**src/rtl/bcd_seg_display.sv**
```systemverilog
// Result word -> 4-digit active-low 7-segment display via a serial double-dabble FSM.
// Conversion takes N cycles after accept; in_ready stays low during it, the previous value stays shown.
module bcd_seg_display #(
  parameter int N            = 16,
  parameter int REFRESH_BITS = 17
) (
  input  logic         clk,
  input  logic         nrst,
  input  logic         in_valid,
  output logic         in_ready,
  input  logic [N-1:0] in0,
  output logic [6:0]   seg,
  output logic         dp,
  output logic [3:0]   an
);

  typedef enum logic [1:0] {IDLE, CONVERT, SHOW} state_t;

  localparam int CW = $clog2(N + 1);

  state_t                  state;
  logic [N-1:0]            shift;
  logic [19:0]             bcd;
  logic [CW-1:0]           iter;
  logic                    ovf;
  logic                    ovf_disp;
  logic [15:0]             digits;
  logic [REFRESH_BITS-1:0] refresh;

  logic [19:0]  bcd_adj;
  logic [19:0]  bcd_next;
  logic [N-1:0] shift_next;

  always_comb begin
    bcd_adj = bcd;
    for (int i = 0; i < 5; i++) begin
      if (bcd[4*i +: 4] >= 4'd5) begin
        bcd_adj[4*i +: 4] = bcd[4*i +: 4] + 4'd3;
      end
    end
  end

  assign {bcd_next, shift_next} = {bcd_adj, shift} << 1;

  always_ff @(posedge clk) begin
    if (!nrst) begin
      state    <= IDLE;
      in_ready <= 1'b1;
      shift    <= '0;
      bcd      <= '0;
      iter     <= '0;
      ovf      <= 1'b0;
      ovf_disp <= 1'b0;
      digits   <= '0;
    end else begin
      case (state)
        IDLE, SHOW: begin
          if (in_valid && in_ready) begin
            shift    <= in0;
            bcd      <= '0;
            iter     <= '0;
            ovf      <= (in0 > N'(9999));
            in_ready <= 1'b0;
            state    <= CONVERT;
          end
        end
        CONVERT: begin
          bcd   <= bcd_next;
          shift <= shift_next;
          iter  <= iter + 1'b1;
          // Last iteration: publish the post-shift result directly.
          if (iter == CW'(N - 1)) begin
            digits   <= bcd_next[15:0];
            ovf_disp <= ovf;
            in_ready <= 1'b1;
            state    <= SHOW;
          end
        end
        default: begin
          state    <= IDLE;
          in_ready <= 1'b1;
        end
      endcase
    end
  end

  always_ff @(posedge clk) begin
    if (!nrst) begin
      refresh <= '0;
    end else begin
      refresh <= refresh + 1'b1;
    end
  end

  logic [1:0] sel;
  logic [3:0] nib;
  logic       blank;
  logic       z3, z2, z1;

  assign sel = refresh[REFRESH_BITS-1 -: 2];
  assign z3  = (digits[15:12] == 4'd0);
  assign z2  = z3 && (digits[11:8] == 4'd0);
  assign z1  = z2 && (digits[7:4] == 4'd0);

  always_comb begin
    nib   = digits[3:0];
    blank = 1'b0;
    case (sel)
      2'd0: begin nib = digits[3:0];   blank = 1'b0; end
      2'd1: begin nib = digits[7:4];   blank = z1;   end
      2'd2: begin nib = digits[11:8];  blank = z2;   end
      2'd3: begin nib = digits[15:12]; blank = z3;   end
      default: ;
    endcase
  end

  always_comb begin
    seg = 7'b1111111;
    if (ovf_disp) begin
      seg = 7'b0111111;
    end else if (!blank) begin
      case (nib)
        4'd0: seg = 7'b1000000;
        4'd1: seg = 7'b1111001;
        4'd2: seg = 7'b0100100;
        4'd3: seg = 7'b0110000;
        4'd4: seg = 7'b0011001;
        4'd5: seg = 7'b0010010;
        4'd6: seg = 7'b0000010;
        4'd7: seg = 7'b1111000;
        4'd8: seg = 7'b0000000;
        4'd9: seg = 7'b0010000;
        default: seg = 7'b1111111;
      endcase
    end
  end

  assign an = ~(4'b0001 << sel);
  assign dp = 1'b1;

endmodule
```
**config.mk**
```make
export PLATFORM = sky130hd
export DESIGN_NAME = bcd_seg_display
export DESIGN_NICKNAME = d
export VERILOG_FILES = /design/src/rtl/bcd_seg_display.sv
export SDC_FILE = /design/constraint.sdc
export NUM_CORES = 1
export LEC_CHECK = 0
export CAP_MARGIN = 0
export CORE_ASPECT_RATIO = 2
export CORE_UTILIZATION = 30
export DETAILED_ROUTE_END_ITERATION = 8
export HOLD_SLACK_MARGIN = 0.12
export PLACE_DENSITY = 0.46
export SYNTH_ARGS = -nofsm -noshare
export SYNTH_HDL_FRONTEND = slang
export SYNTH_SLANG_ARGS = --single-unit
export TNS_END_PERCENT = 100
```
**constraint.sdc**
```tcl
create_clock -name clk -period 2.7 [get_ports clk]
set_input_delay 0.81 -clock clk [delete_from_list [all_inputs] [get_ports clk]]
set_output_delay 0.81 -clock clk [all_outputs]
set_load 0.02 [all_outputs]
```
[Word level (Yosys, flattened, before mapping)]
Memories as Yosys holds them, arrays and structs flattened.
Index checks and enable logic that the tools add are counted.
Word-level totals
  memories kept: 1
  input port bits: 19
  flip-flop bits (word level): 79
  logic and storage cells: 68
  output and inout port bits: 13
  bits in read-only memories: 112
Memory list
  (no name shown): words 16, width 7, rd ports 1, clocked after memory_dff 0, write ports 0, RTL line 122  | case (nib)
Operators by class
  multiplexer cells: 21
  $lt $le $gt $ge: 6
  shifts and indexed selects: 1
  eq/ne operators: 8
  $add $sub $neg: 7
  reductions and logical operators: 14
  bitwise gates (word level): 1
Operators by type and width (count)
  case mux 20 bit (2 select lines): 1
  case mux 16 bit (2 select lines): 1
  >= comparator 4 x 3 -> 1 bit, second input constant: 5
  two-way mux 20 bit: 1
  adder 17 x 1 -> 17 bit, second input constant: 1
  adder 4 x 2 -> 4 bit, second input constant: 4
  greater-than comparator 16 x 14 -> 1 bit, second input constant: 1
  two-way mux 16 bit: 1
  two-way mux 4 bit: 4
  case mux 4 bit (4 select lines): 1
  two-way mux 7 bit: 2
  zero test 4 bit: 3
  case mux 5 bit (2 select lines): 1
  AND reduction 2 bit: 4
  == test 2 bit, second input constant: 3
  adder 5 x 1 -> 5 bit, second input constant: 1
  == test 5 x 4 -> 1 bit, second input constant: 1
  two-way mux 5 bit: 1
  == test 2 x 1 -> 1 bit, second input constant: 2
  zero test 2 bit: 2
  two-way mux 2 bit: 2
  inequality test 2 bit, second input constant: 2
  NOT 4 bit: 1
  case mux 1 bit (4 select lines): 1
  9 further kinds: 12

[Depth between registers and ports, before layout]
Gate-level depths: netlist of the first run.
  depth after elaboration: 6
  depth in mapped cells: 7
  depth with buffers taken out: 7

[Worst setup path after synthesis of the first run]
No wires, ideal clock.
  kind: flip-flop to output port
  start: register refresh[15]
  end: output port seg[5]
  path buffers: 2
  stages on the path, launching flop included: 7
  required time: 1.890 ns
  data arrival time: 1.806 ns
  path slack: 0.084 ns
  cell sequence: dfxtp_1 -> buf_6 -> mux4_2 -> buf_6 -> inv_1 -> a21oi_1 -> o21ai_0
Between the ends
  longest elaborated chain between the ends: 5
  elaborated cells between the ends (all ways): 9
  classes of those cells: 3 x eq/ne; 4 x mux; 1 x reduce/logical; 1 x memory
Ends and longest elaborated chain
  from (decl): RTL line 28  | logic [REFRESH_BITS-1:0] refresh;
  from (signal assigned): RTL line 91  | refresh <= refresh + 1'b1;
  == test 2 bit (tied with other cells): RTL line 108  | case (sel)
  case mux 4 bit (4 select lines): RTL line 108
  memory read (16 x 7 bit)
  two-way mux 7 bit (*): RTL line 121  | end else if (!blank) begin
  two-way mux 7 bit (*): RTL line 119  | if (ovf_disp) begin
  to (decl): RTL line 12  | output logic [6:0] seg,
Every way passes the cells marked *; elsewhere a longest branch is shown, timed or not.

[Worst setup path in the final report of the first run]
  start: register refresh[15]
  end: output port seg[3]
Same word-level chain as after synthesis.

==> run_results.csv, run 1 <==
group,metric,value,unit
drt,antenna_left,0,
clock_network,cts_buffer_depth,2,
sta,timing.setup.tns,-0.905,ns
clock_network,cts.clk_slew.worst_paths,0.06,ns
global_route,grt_use_met3,2.46,%
sta,worst_slew_pin_slew,0.663,ns
run_status,status,"finished, violations left",
synth,yosysTopAreaCellShare,40.4,%
placed_design,numPortBuffers,30,
sta,period_minus_slack,2.86,ns
synth,synth_warnings,0,
global_route,globalRouteOverflowTotal,0,
sta,hold_viol_final,0,
power_and_ir_drop,p_total,2.68,mW
sta,hold-worst-slack,0.472,ns
synth,synth_cell_types,41,
critical_path,setup.worst_path.start_class,"register",
final_layout,fin_cells,633,
floorplan,core-area,0.0121,mm2
final_layout,n_fill_cell,1271,
floorplan,die_w,80.7,um
synth,synthesis.nets,467,
global_route,grt_pass1_wl,14.8,mm
critical_path,endpoint_kind,"output port",
drt,dr.pass1.iters,4,
placed_design,place_area,0.00433,mm2
critical_path,crit_family,"simple AND/OR/NAND/NOR gates",
worst_hold_path,hp-class,"reg -> reg",
placed_design,dp_hpwl,6.23,mm
clock_network,cts_max_level,3,
synth,synthTopCellsByCount,"75 x dfxtp_1, 41 x nand2_1, 37 x nor2_1",
floorplan,pin_count,32,
global_route,top_usage_layer,"met2",
drt,drc_errors,0,
synth,yosysSeqAreaShare,40.4,%
critical_path,path_buf_inv,1,
final_layout,antenna_cells,0,
power_and_ir_drop,switching_power,0.607,mW
synth,synthFlopType,"dfxtp_1",
global_route,grt_max_degree,76,
placed_design,gp_congestion,0.785,
floorplan,dieArea,0.0129,mm2
critical_path,cp_cell_sequence,"mux4_2 -> or2_1 -> or3_1 -> nand4_1 -> buf_6",
clock_network,cts_tree,"yes",
synth,synth_edf_count,0,
critical_path,path_max_fanout,5,
global_route,met1_usage,16.2,%
synth,synthArstFlopShare,0,%
sta,fin_skew,0.00681,ns
critical_path,worstPathRequired,1.89,ns
drt,drt_iter0_drc,143,
power_and_ir_drop,ir_worst_vdd,0.000311,V
placed_design,dp_slack,-0.405,ns
floorplan,num_rows,57,
clock_network,clkLatencyLatePin,0.34,ns
power_and_ir_drop,swShare,22.6,%
sta,setup_slack,-0.157,ns
drt,num_vias,3146,
sta,layout_worst_path_cycle_share,106,%
synth,netlist.top_cell.by_area,"dfxtp_1",
critical_path,crit_type,"reg -> out",
run_status,violations,"setup timing",
power_and_ir_drop,internal_power,2.07,mW
flow_run,maxCapViolCount,0,
final_layout,fin_util,39.0,%
clock_network,cts_root_buffer,"clkbuf_16",
synth,syn_area_per_cell,8.56,um2
floorplan,chipHeight,159,um
sta,finalSetupViolCount,7,
global_route,use_met2,27.5,%
drt,wire_per_inst,13.9,um
sta,max_freq,0.350,GHz
drt,wl,8.83,mm
power_and_ir_drop,p_leak,1.79,nW
final_layout,final_cell_area,0.00473,mm2
clock_network,cts.sinks,75,
synth,synthesis.area,0.00372,mm2
sta,slew_viol_final,0,
critical_path,max_stage_delay,0.51,ns
final_layout,area_delta_synth_final,27.3,%
final_layout,nNetsFinal,514,
placed_design,dp.cells,616,
critical_path,cp_data_arrival_time,2.05,ns
synth,synthTopCellsByArea,"dfxtp_1 40%, and2_1 5.6%, ha_1 4.7%, xnor2_1 4.5%, nand2_1 4.1%",
synth,synthCells,434,
power_and_ir_drop,power_frac_clock,48.3,%
drt,viasPerCell,4.97,
global_route,first_global_vias,3115,
sta,max-slew-margin-rel,55.8,%
sta,rsz0062_at_grt,"true",
final_layout,drive_above_1_share,15.4,%
power_and_ir_drop,p_comb_share,8.0,%
power_and_ir_drop,power_frac_seq,43.7,%
synth,yosys.cell_count.top_type,"dfxtp_1",
synth,ys_ff_latch,75,
global_route,grt.total_usage,14.9,%
power_and_ir_drop,pwr_density_cell,567,mW/mm2
floorplan,initial_core_util,30.7,%
clock_network,cts_buffers,9,
critical_path,crit_slowest_cell,"mux4_2",
clock_network,cts_hold_buf,0,
global_route,grt_antenna_before_repair,0,
[final timing paths]
| kind | end | from | slack [ns] | depth (start not counted) |
|---|---|---|---|---|
| max reg2reg | digits[8] | iter[0] | 0.68 | 6 |
| min reg2reg | ovf_disp | ovf | 0.47 | 2 |
| min | ovf_disp | ovf | 0.47 | 2 |
| max | seg[3] | refresh[15] | -0.16 | 5 |
[tightest hold or removal path: cells and delay by family (launching register included)]
family / cells / cell delay, ns
compound gates: 1 / 0.06
flops: 1 / 0.31
simple gates: 1 / 0.05
[cell usage in the layout (no fill, tap or decap), types with 2 or more instances in the layout]
master,count
nand2_1,41
nand4_1,7
and2_1,33
a32oi_1,4
xnor2_1,18
nor4_1,4
nor2b_1,7
clkdlybuf4s50_1,22
dfxtp_1,74
buf_4,25
buf_6,10
a21oi_1,16
mux2_2,4
inv_1,12
ha_1,12
bufinv_16,2
and3_1,4
o31ai_1,4
and4_1,2
a21oi_2,3
nand2b_1,8
nand3_1,26
mux4_2,4
o211a_1,3
clkbuf_16,9
clkbuf_1,2
buf_2,3
nand3b_1,2
a21boi_0,14
buf_12,2
o21ai_0,27
nor2_1,37
o221ai_1,15
nor3b_1,7
[cell type report]
type / count / area [um2] / area share (%)
sequential: 75 / 1510 / 31.8
clock inverter: 4 / 73.8 / 1.56
tap: 147 / 184 / 3.89
clock buffer: 12 / 246 / 5.21
multi-input combinational: 320 / 2100 / 44.3
inverter: 13 / 48.8 / 1.03
timing repair buffer: 62 / 576 / 12.2
[logic make-up after synthesis]
group | count (synthesis) | synth area share, %
flops | 75 | 40.4
xor+xnor | 20 | 4.71
mux | 8 | 3.64
compound gates | 94 | 16.6
buf+inv | 39 | 4.71
simple gates | 183 | 25.1
fa+ha+maj | 14 | 4.71
other cells | 1 | 0.101
[timing repair]
action                                  CTS  global route
endpoints found under the setup margin    7             7
pin swaps                                 2             7
resized for setup                        51            10
buffers inserted                          1             0
[flip-flops by register name, indices dropped and copies added (netlist names)]
name,count
in_ready,1
iter,5
shift,16
ovf,1
refresh,17
state,2
bcd,16
ovf_disp,1
digits,16
[power groups by stage]
| stage | combinational, mW | clock, mW | sequential [mW] |
|---|---|---|---|
| 2_1_floorplan | 0.128 | 0 | 1.19 |
| 3_3_place_gp | 0.217 | 0 | 1.20 |
| 3_5_place_dp | 0.218 | 0 | 1.20 |
| 4_1_cts | 0.218 | 1.32 | 1.17 |
| 5_1_grt | 0.244 | 1.37 | 1.18 |
| 6_report | 0.214 | 1.29 | 1.17 |
[metal layers]
metal / wire, um / share of wire (%)
met4: 132 / 1.5
met2: 4870 / 55
met3: 214 / 2.4
met5: 0 / 0
met1: 3610 / 41
No activity file was read; power rests on OpenSTA's default activity.
==> run 2, diff against run 1 <==
--- a/config.mk
+++ b/config.mk
@@ -10,7 +10,7 @@
 export CORE_UTILIZATION = 30
 export DETAILED_ROUTE_END_ITERATION = 8
 export HOLD_SLACK_MARGIN = 0.12
-export PLACE_DENSITY = 0.46
+export PLACE_DENSITY = 0.48
 export SYNTH_ARGS = -nofsm -noshare
 export SYNTH_HDL_FRONTEND = slang
 export SYNTH_SLANG_ARGS = --single-unit
==> constraint.sdc (replaced) <==
create_clock -name clk -period 2.45 [get_ports clk]
set_input_delay 0.735 -clock clk [delete_from_list [all_inputs] [get_ports clk]]
set_output_delay 0.735 -clock clk [all_outputs]
set_load 0.02 [all_outputs]
==> run 2 against run 1 <==
The flow still finishes with violations (setup timing). Wire length is 1.3% lower. Register-to-register slack got worse by 0.06 ns. Clock skew decreased by 0.00088 ns. Clock power increased by 5%.
==> run_results.csv, run 2 (synthesized netlist as in run 1, its figures left out) <==
group,metric,value,unit
run_status,status,"finished, violations left",
run_status,violations,"setup timing",
clock_network,cts.sinks,75,
clock_network,clkLatencyLatePin,0.33,ns
drt,wire_per_inst,13.8,um
drt,drc_errors,0,
flow_run,maxCapViolCount,0,
sta,max_freq,0.354,GHz
clock_network,cts_buffers,9,
final_layout,largest_reg_flops,17,
sta,setup_slack,-0.372,ns
drt,viasPerCell,4.99,
sta,slew_viol_final,0,
sta,hold-worst-slack,0.472,ns
final_layout,mostFrequentLayoutCells,"73 x dfxtp_1, 41 x nand2_1, 37 x nor2_1",
worst_hold_path,min_path_cells,2,
critical_path,endpoint_kind,"output port",
global_route,first_global_vias,3016,
critical_path,r2r_slack,0.62,ns
placed_design,dp_hpwl,6.08,mm
critical_path,crit_slowest_cell,"mux4_2",
floorplan,core-area,0.0121,mm2
critical_path,crit_type,"reg -> out",
critical_path,reg2regPathDepth,7,
power_and_ir_drop,pwr_density_cell,610,mW/mm2
drt,dr.pass1.iters,4,
clock_network,cts_max_level,3,
drt,antenna_left,0,
global_route,grt.total_usage,14.8,%
critical_path,path_buf_inv,1,
floorplan,pin_count,32,
global_route,grt_antenna_before_repair,0,
clock_network,cts_tree,"yes",
placed_design,place_area,0.00429,mm2
critical_path,cp_data_arrival_time,2.09,ns
placed_design,numPortBuffers,30,
clock_network,cts_buffer_depth,2,
critical_path,cp_cell_sequence,"mux4_2 -> or2_1 -> or3_1 -> nand4_1 -> buf_4",
sta,layout_worst_path_cycle_share,115,%
final_layout,antenna_cells,0,
drt,drt_iter0_drc,102,
sta,rsz0062_at_grt,"true",
power_and_ir_drop,ir_worst_vdd,0.000447,V
critical_path,setup.worst_path.start_class,"register",
worst_hold_path,hp-class,"reg -> reg",
floorplan,num_rows,57,
critical_path,cp_num_cells,5,
final_layout,area_delta_synth_final,27.0,%
floorplan,initial_core_util,30.7,%
critical_path,worstPathRequired,1.71,ns
global_route,grt_max_degree,76,
sta,period_minus_slack,2.82,ns
sta,hold_viol_final,0,
final_layout,nNetsFinal,514,
final_layout,n_fill_cell,1229,
placed_design,dp_slack,-0.570,ns
clock_network,cts.clk_slew.worst_paths,0.06,ns
placed_design,gp_congestion,0.810,
global_route,globalRouteOverflowTotal,0,
critical_path,max_stage_delay,0.55,ns
power_and_ir_drop,p_leak,1.79,nW
final_layout,regMostFlops,"refresh",
drt,wl,8.71,mm
clock_network,cts_hold_buf,0,
final_layout,drive_above_1_share,15.8,%
floorplan,dieArea,0.0129,mm2
sta,finalSetupViolCount,7,
critical_path,path_max_fanout,5,
global_route,grt_pass1_wl,14.8,mm
clock_network,cts_root_buffer,"clkbuf_16",
final_layout,final_common_cell,"dfxtp_1",
floorplan,die_w,80.7,um
sta,fin_skew,0.00593,ns
critical_path,crit_family,"simple AND/OR/NAND/NOR gates",
floorplan,chipHeight,159,um
drt,num_vias,3158,
final_layout,final_cell_area,0.00472,mm2
[run 2: where the power goes]
| part | internal [mW] | total (mW) | switching, mW |
|---|---|---|---|
| Clock | 0.868 | 1.36 | 0.496 |
| Combinational | 0.0958 | 0.224 | 0.128 |
| Sequential | 1.26 | 1.29 | 0.0298 |
[run 2: final cells by class]
type                    count  area, um2  share of cell area, %
clock buffers              12        267                   5.65
clock inverters             4       47.5                   1.01
inverters                  13       48.8                   1.03
multi-input cells         320       2100                   44.5
flip-flops and latches     75       1510                   31.9
well taps                 147        184                   3.90
repair buffers             62        568                   12.0
[run 2: tightest hold or removal path, delay by kind of cell (launching register included)]
kind / cells / cell delay (ns)
AOI/OAI and AO/OA: 1 / 0.07
DFF: 1 / 0.31
and+or+nand+nor: 1 / 0.05
[run 2: layer usage]
metal | up-vias | global-route usage, % | wire [um]
li1 | 1618 | - | -
met1 | 1468 | 16.4 | 3570
met2 | 60 | 26.5 | 4690
met3 | 12 | 2.81 | 265
met4 | 0 | 6.09 | 184
met5 | - | 0 | 0
[run 2: worst paths after layout]
| path | start | end |
|---|---|---|
| max | refresh[15] | seg[3] |
| min | bcd[13] | bcd[13] |
| max reg2reg | iter[0] | digits[2] |
| min reg2reg | bcd[13] | bcd[13] |
[run 2: timing repair]
action | in CTS | in global routing
setup buffers | 3 | 2
gates resized for setup | 50 | 5
endpoints found under the setup margin | 8 | 8
cloned | 0 | 0
pin swaps | 4 | 1
[run 2: per-stage QoR]
stage                     TNS [ns]  power [mW]  util, %  instances
after floorplan                  0        1.45        -        434
after global placement       -3.05        1.54     35.4        612
after detailed placement     -3.37        1.55     35.4        612
after CTS                    -2.37        2.92     38.6        631
after global routing         -2.93        3.01     38.9        633
final                        -2.33        2.88     38.9        633
==> RTL edit 1 (settings of run 2) <==
Re-encode `state_t` (3 states) as one-hot, 3 bits wide.
--- a/src/rtl/bcd_seg_display.sv
+++ b/src/rtl/bcd_seg_display.sv
@@ -15,5 +15,5 @@
 );
 
-  typedef enum logic [1:0] {IDLE, CONVERT, SHOW} state_t;
+  typedef enum logic [2:0] {IDLE = 3'b001, CONVERT = 3'b010, SHOW = 3'b100} state_t;
 
   localparam int CW = $clog2(N + 1);
Behaviour: same outputs for any inputs over 10 cycles, from zero or initial values and one cycle with nrst low; not proved beyond that.
==> RTL edit 1 against run 2 <==
- the flow still finishes with violations (setup timing)
- worst setup slack better by 0.015 ns
- clock skew about the same
- synthesized area grew 3.4%
- power grew 12%
- critical endpoint is now seg[0]
- count of clock-buffer cells in the layout fell by 2
- cell area increased by 4.9%
- sequential cell count grew 1
- synthesized cell count rose by 2.5%
- wire length rose by 2.8%
- largest power group unchanged
- first-iteration DRC count rose by 35%
==> RTL edit 1: results <==
[critical_path]
crit_path_max_fanout = 5
r2r_cells = 5
reg2reg_to = bcd[3]$_SDFFE_PN0P_
critPathLaunch = refresh[15]$_SDFF_PN0_
rr_startpoint = state[1]$_SDFFE_PN0P_
worstPathArrival_ns = 2.07
rrSetupSlack_ns = 0.50
worstSetupEndpoint = seg[0]
cp_top_family = simple AND/OR/NAND/NOR gates

[sta]
finClkSkew_ns = 0.00591
holdWs_ns = 0.464
setup_tns_ns = -2.22
setup_slack_ns = -0.357
setup_viol = 7

[cts]
clk-insertion-delay-late_ns = 0.34
numCtsBuffers = 9
cts-root-buf = clkbuf_16
ctsHtreeMaxLevel = 3
clk_pin_slew_ns = 0.06
clockBufferDepth = 2

[grt]
grt_max_degree = 36
grt_pass1_wl_um = 15100
antenna_found_initial = 0
grt_pass1_vias = 3211
grt_util_all_layers = 0.150

[run_status]
status = finished with violations
violations = setup timing

[power]
leakagePower_nw = 1.91
p_switching_uw = 646
pwr-share-comb = 0.061
pg_clk_mw = 1.75
irDropWorstVdd_v = 0.000480

[hold_path]
min_delay_path_depth = 2
hold_path_class = flip-flop to flip-flop
holdPathEnd = shift[11]$_SDFFE_PN0P_
hp-start = shift[11]$_SDFFE_PN0P_

[finish]
largest-register = refresh
n_antenna_cell = 0
drive_gt1_frac = 0.169
final_cell_count_no_fill = 652
fill_cells = 1334
finalNetCount = 530

[synth]
synth_common_cells = dfxtp_1 (76), nand2_1 (58), a21boi_0 (32)
async_flop_share = 0
synthTopCellsByArea = dfxtp_1 (40%), a21boi_0 (6.3%), nand2_1 (5.7%)
syn_area_per_cell_um2 = 8.63
syn_nets = 478
seq_area_frac_synth = 0.396
synth.distinct_cells = 44

[routing]
first_iter_violations = 138
wire_per_inst_um = 13.7
routed_via_density = 4.94
dr.pass1.iters = 4

[place]
gp_congestion = 0.741
place_inst = 634
place_ws_ns = -0.488
dpl.hpwl_um = 6430
[RTL edit 1: cells by family after synthesis]
family / Yosys count / share of synthesized area
xor+xnor: 21 / 0.0479
flops: 76 / 0.396
compound gates: 107 / 0.184
mux: 8 / 0.0352
fa+ha+maj: 14 / 0.0456
other cells: 1 / 0.000976
buf+inv: 40 / 0.0501
simple gates: 178 / 0.240
[RTL edit 1: stage by stage]
| stage | instance area (um^2) | total power, mW | util |
|---|---|---|---|
| after CTS | 4920 | 3.29 | 0.392 |
| final | 4950 | 3.24 | 0.394 |
| after detailed placement | 4490 | 1.52 | 0.357 |
| after floorplan | 3850 | 1.43 | - |
| after global routing | 4950 | 3.35 | 0.394 |
| after global placement | 4490 | 1.52 | 0.357 |
[RTL edit 1: worst reg2reg max path, stage by stage, from the launching register on]
cell and delay [ns]:
dfxtp_1 0.37, nor3b_2 0.23, buf_4 0.19, nor2_2 0.70, o21ai_0 0.21, a21boi_0 0.18
[RTL edit 1: metal layers]
layer	vias to the layer above	track usage	wire length, um	share of wire
li1	1663	-	-	-
met1	1508	0.162	3680	0.41
met2	41	0.272	4920	0.55
met3	9	0.0320	187	0.021
met4	0	0.0622	172	0.019
met5	-	0	0	0
[RTL edit 1: final cells by class]
class / count / share of cell area
sequential: 76 / 0.308
clock inverter: 6 / 0.0321
timing repair buffer: 68 / 0.124
tap: 150 / 0.0379
clock buffer: 10 / 0.0483
multi-input combinational: 329 / 0.439
inverter: 13 / 0.0104
[RTL edit 1: repair_timing]
item                                    CTS  global route
buffers inserted                          2             0
hold buffers                              0             0
gates resized for setup                  47             7
pin swaps                                 3             1
cloned                                    0             0
endpoints found under the setup margin    8             8
==> RTL edit 2 (flow settings as in run 2) <==
Without the edit above. Change the parameter `REFRESH_BITS` from 17 to 34.
--- a/src/rtl/bcd_seg_display.sv
+++ b/src/rtl/bcd_seg_display.sv
@@ -3,5 +3,5 @@
 module bcd_seg_display #(
   parameter int N            = 16,
-  parameter int REFRESH_BITS = 17
+  parameter int REFRESH_BITS = 34
 ) (
   input  logic         clk,
Function: same outputs for any inputs over 10 cycles, from zero or initial values and one cycle with nrst low; that may be too few to reach the edited logic, so the function may still have changed.
==> RTL edit 2 against run 2 <==
- the run still ends with setup timing left
- non-clock buffer count rose by 9
- worst setup slack got worse by 0.0026 ns
- sequential cell count rose by 17
- highest routed layer unchanged
- power rose by 7.4%
- wire length rose by 22%
- sequential share of layout area rose by 1.3 points
- largest power group is now sequential cells
- cell area rose by 18%
- synthesized area rose by 19%
- first-iteration DRC count rose by 74%
==> RTL edit 2: results <==
[sta]
setup_viol = 7
setup_slack_ns = -0.374
finClkSkew_ns = 0.0108
setup_tns_ns = -2.30

[grt]
grt_util_all_layers = 0.153
grt_pass1_wl_um = 18200

[synth]
seq_area_frac_synth = 0.417
syn_area_per_cell_um2 = 8.28
syn_nets = 567
synth.distinct_cells = 47

[finish]
final-nonclk-buf-share = 0.116
fill_cells = 1496
finalNetCount = 620
seqCellArea_mm2 = 0.00185
multi_input_area_share = 0.446
drive_gt1_frac = 0.166
final_cell_count_no_fill = 784
stdcell_area_mm2 = 0.00555
signal_buffers = 71

[critical_path]
rr_startpoint = refresh[13]$_SDFF_PN0_

[run_status]
status = finished with violations
violations = setup timing

[place]
place_ws_ns = -0.501
gp_congestion = 0.762
place_inst = 765
placed_cell_area_mm2 = 0.00515

[power]
leakagePower_nw = 1.92

[cts]
numClockSinks = 92

[routing]
wl_met2_um = 5720
RTL edit 2: changes by cell type in the layout (fill, tap and decap cells not counted), sizes merged, moves of 13 or more:
cell    change
a21boi     -14
a21oi      +39
o221ai     -15
nor2       +19
a22oi      +15
dfxtp      +17
and2       -29
nand2      +17
nor3       +13
RTL edit 2: worst max path at each step:
stage,from,to,slack [ns],depth (start not counted)
floorplan,refresh[32]$_SDFF_PN0_,seg[3],-0.007,4
global placement,refresh[32]$_SDFF_PN0_,seg[5],-0.45,6
detailed placement,refresh[32]$_SDFF_PN0_,seg[5],-0.50,6
CTS,refresh[32]$_SDFF_PN0_,seg[3],-0.38,5
global route,refresh[32]$_SDFF_PN0_,seg[3],-0.45,5
finish,refresh[32]$_SDFF_PN0_,seg[0],-0.37,5
RTL edit 2: power by group:
group / switching (mW) / total (mW) / internal [mW]
combinational: 0.129 / 0.214 / 0.0852
clock: 0.607 / 1.33 / 0.722
sequential: 0.0252 / 1.55 / 1.53
RTL edit 2: kinds of logic (layout without fill, tap and decap cells):
kind of cell,after synthesis,count (layout),share of synthesized area
flops,92,92,0.417
fa+ha+maj,14,14,0.0396
compound gates,117,117,0.155
buf+inv,45,103,0.0399
other cells,1,1,0.000849
xor+xnor,32,32,0.0634
mux,9,9,0.0328
simple gates,224,224,0.252
RTL edit 2: timing repair:
action | in CTS | in global routing
setup buffers | 1 | 1
pin swaps | 3 | 6
resized for setup | 54 | 7
gates cloned | 1 | 0
setup endpoints to repair | 8 | 9
RTL edit 2: worst max-delay path, stage by stage (launching register included):
cell and delay [ns]:
dfxtp_4 0.38, mux4_2 0.51, or2_4 0.27, or3_4 0.34, nand4_1 0.10, buf_4 0.14
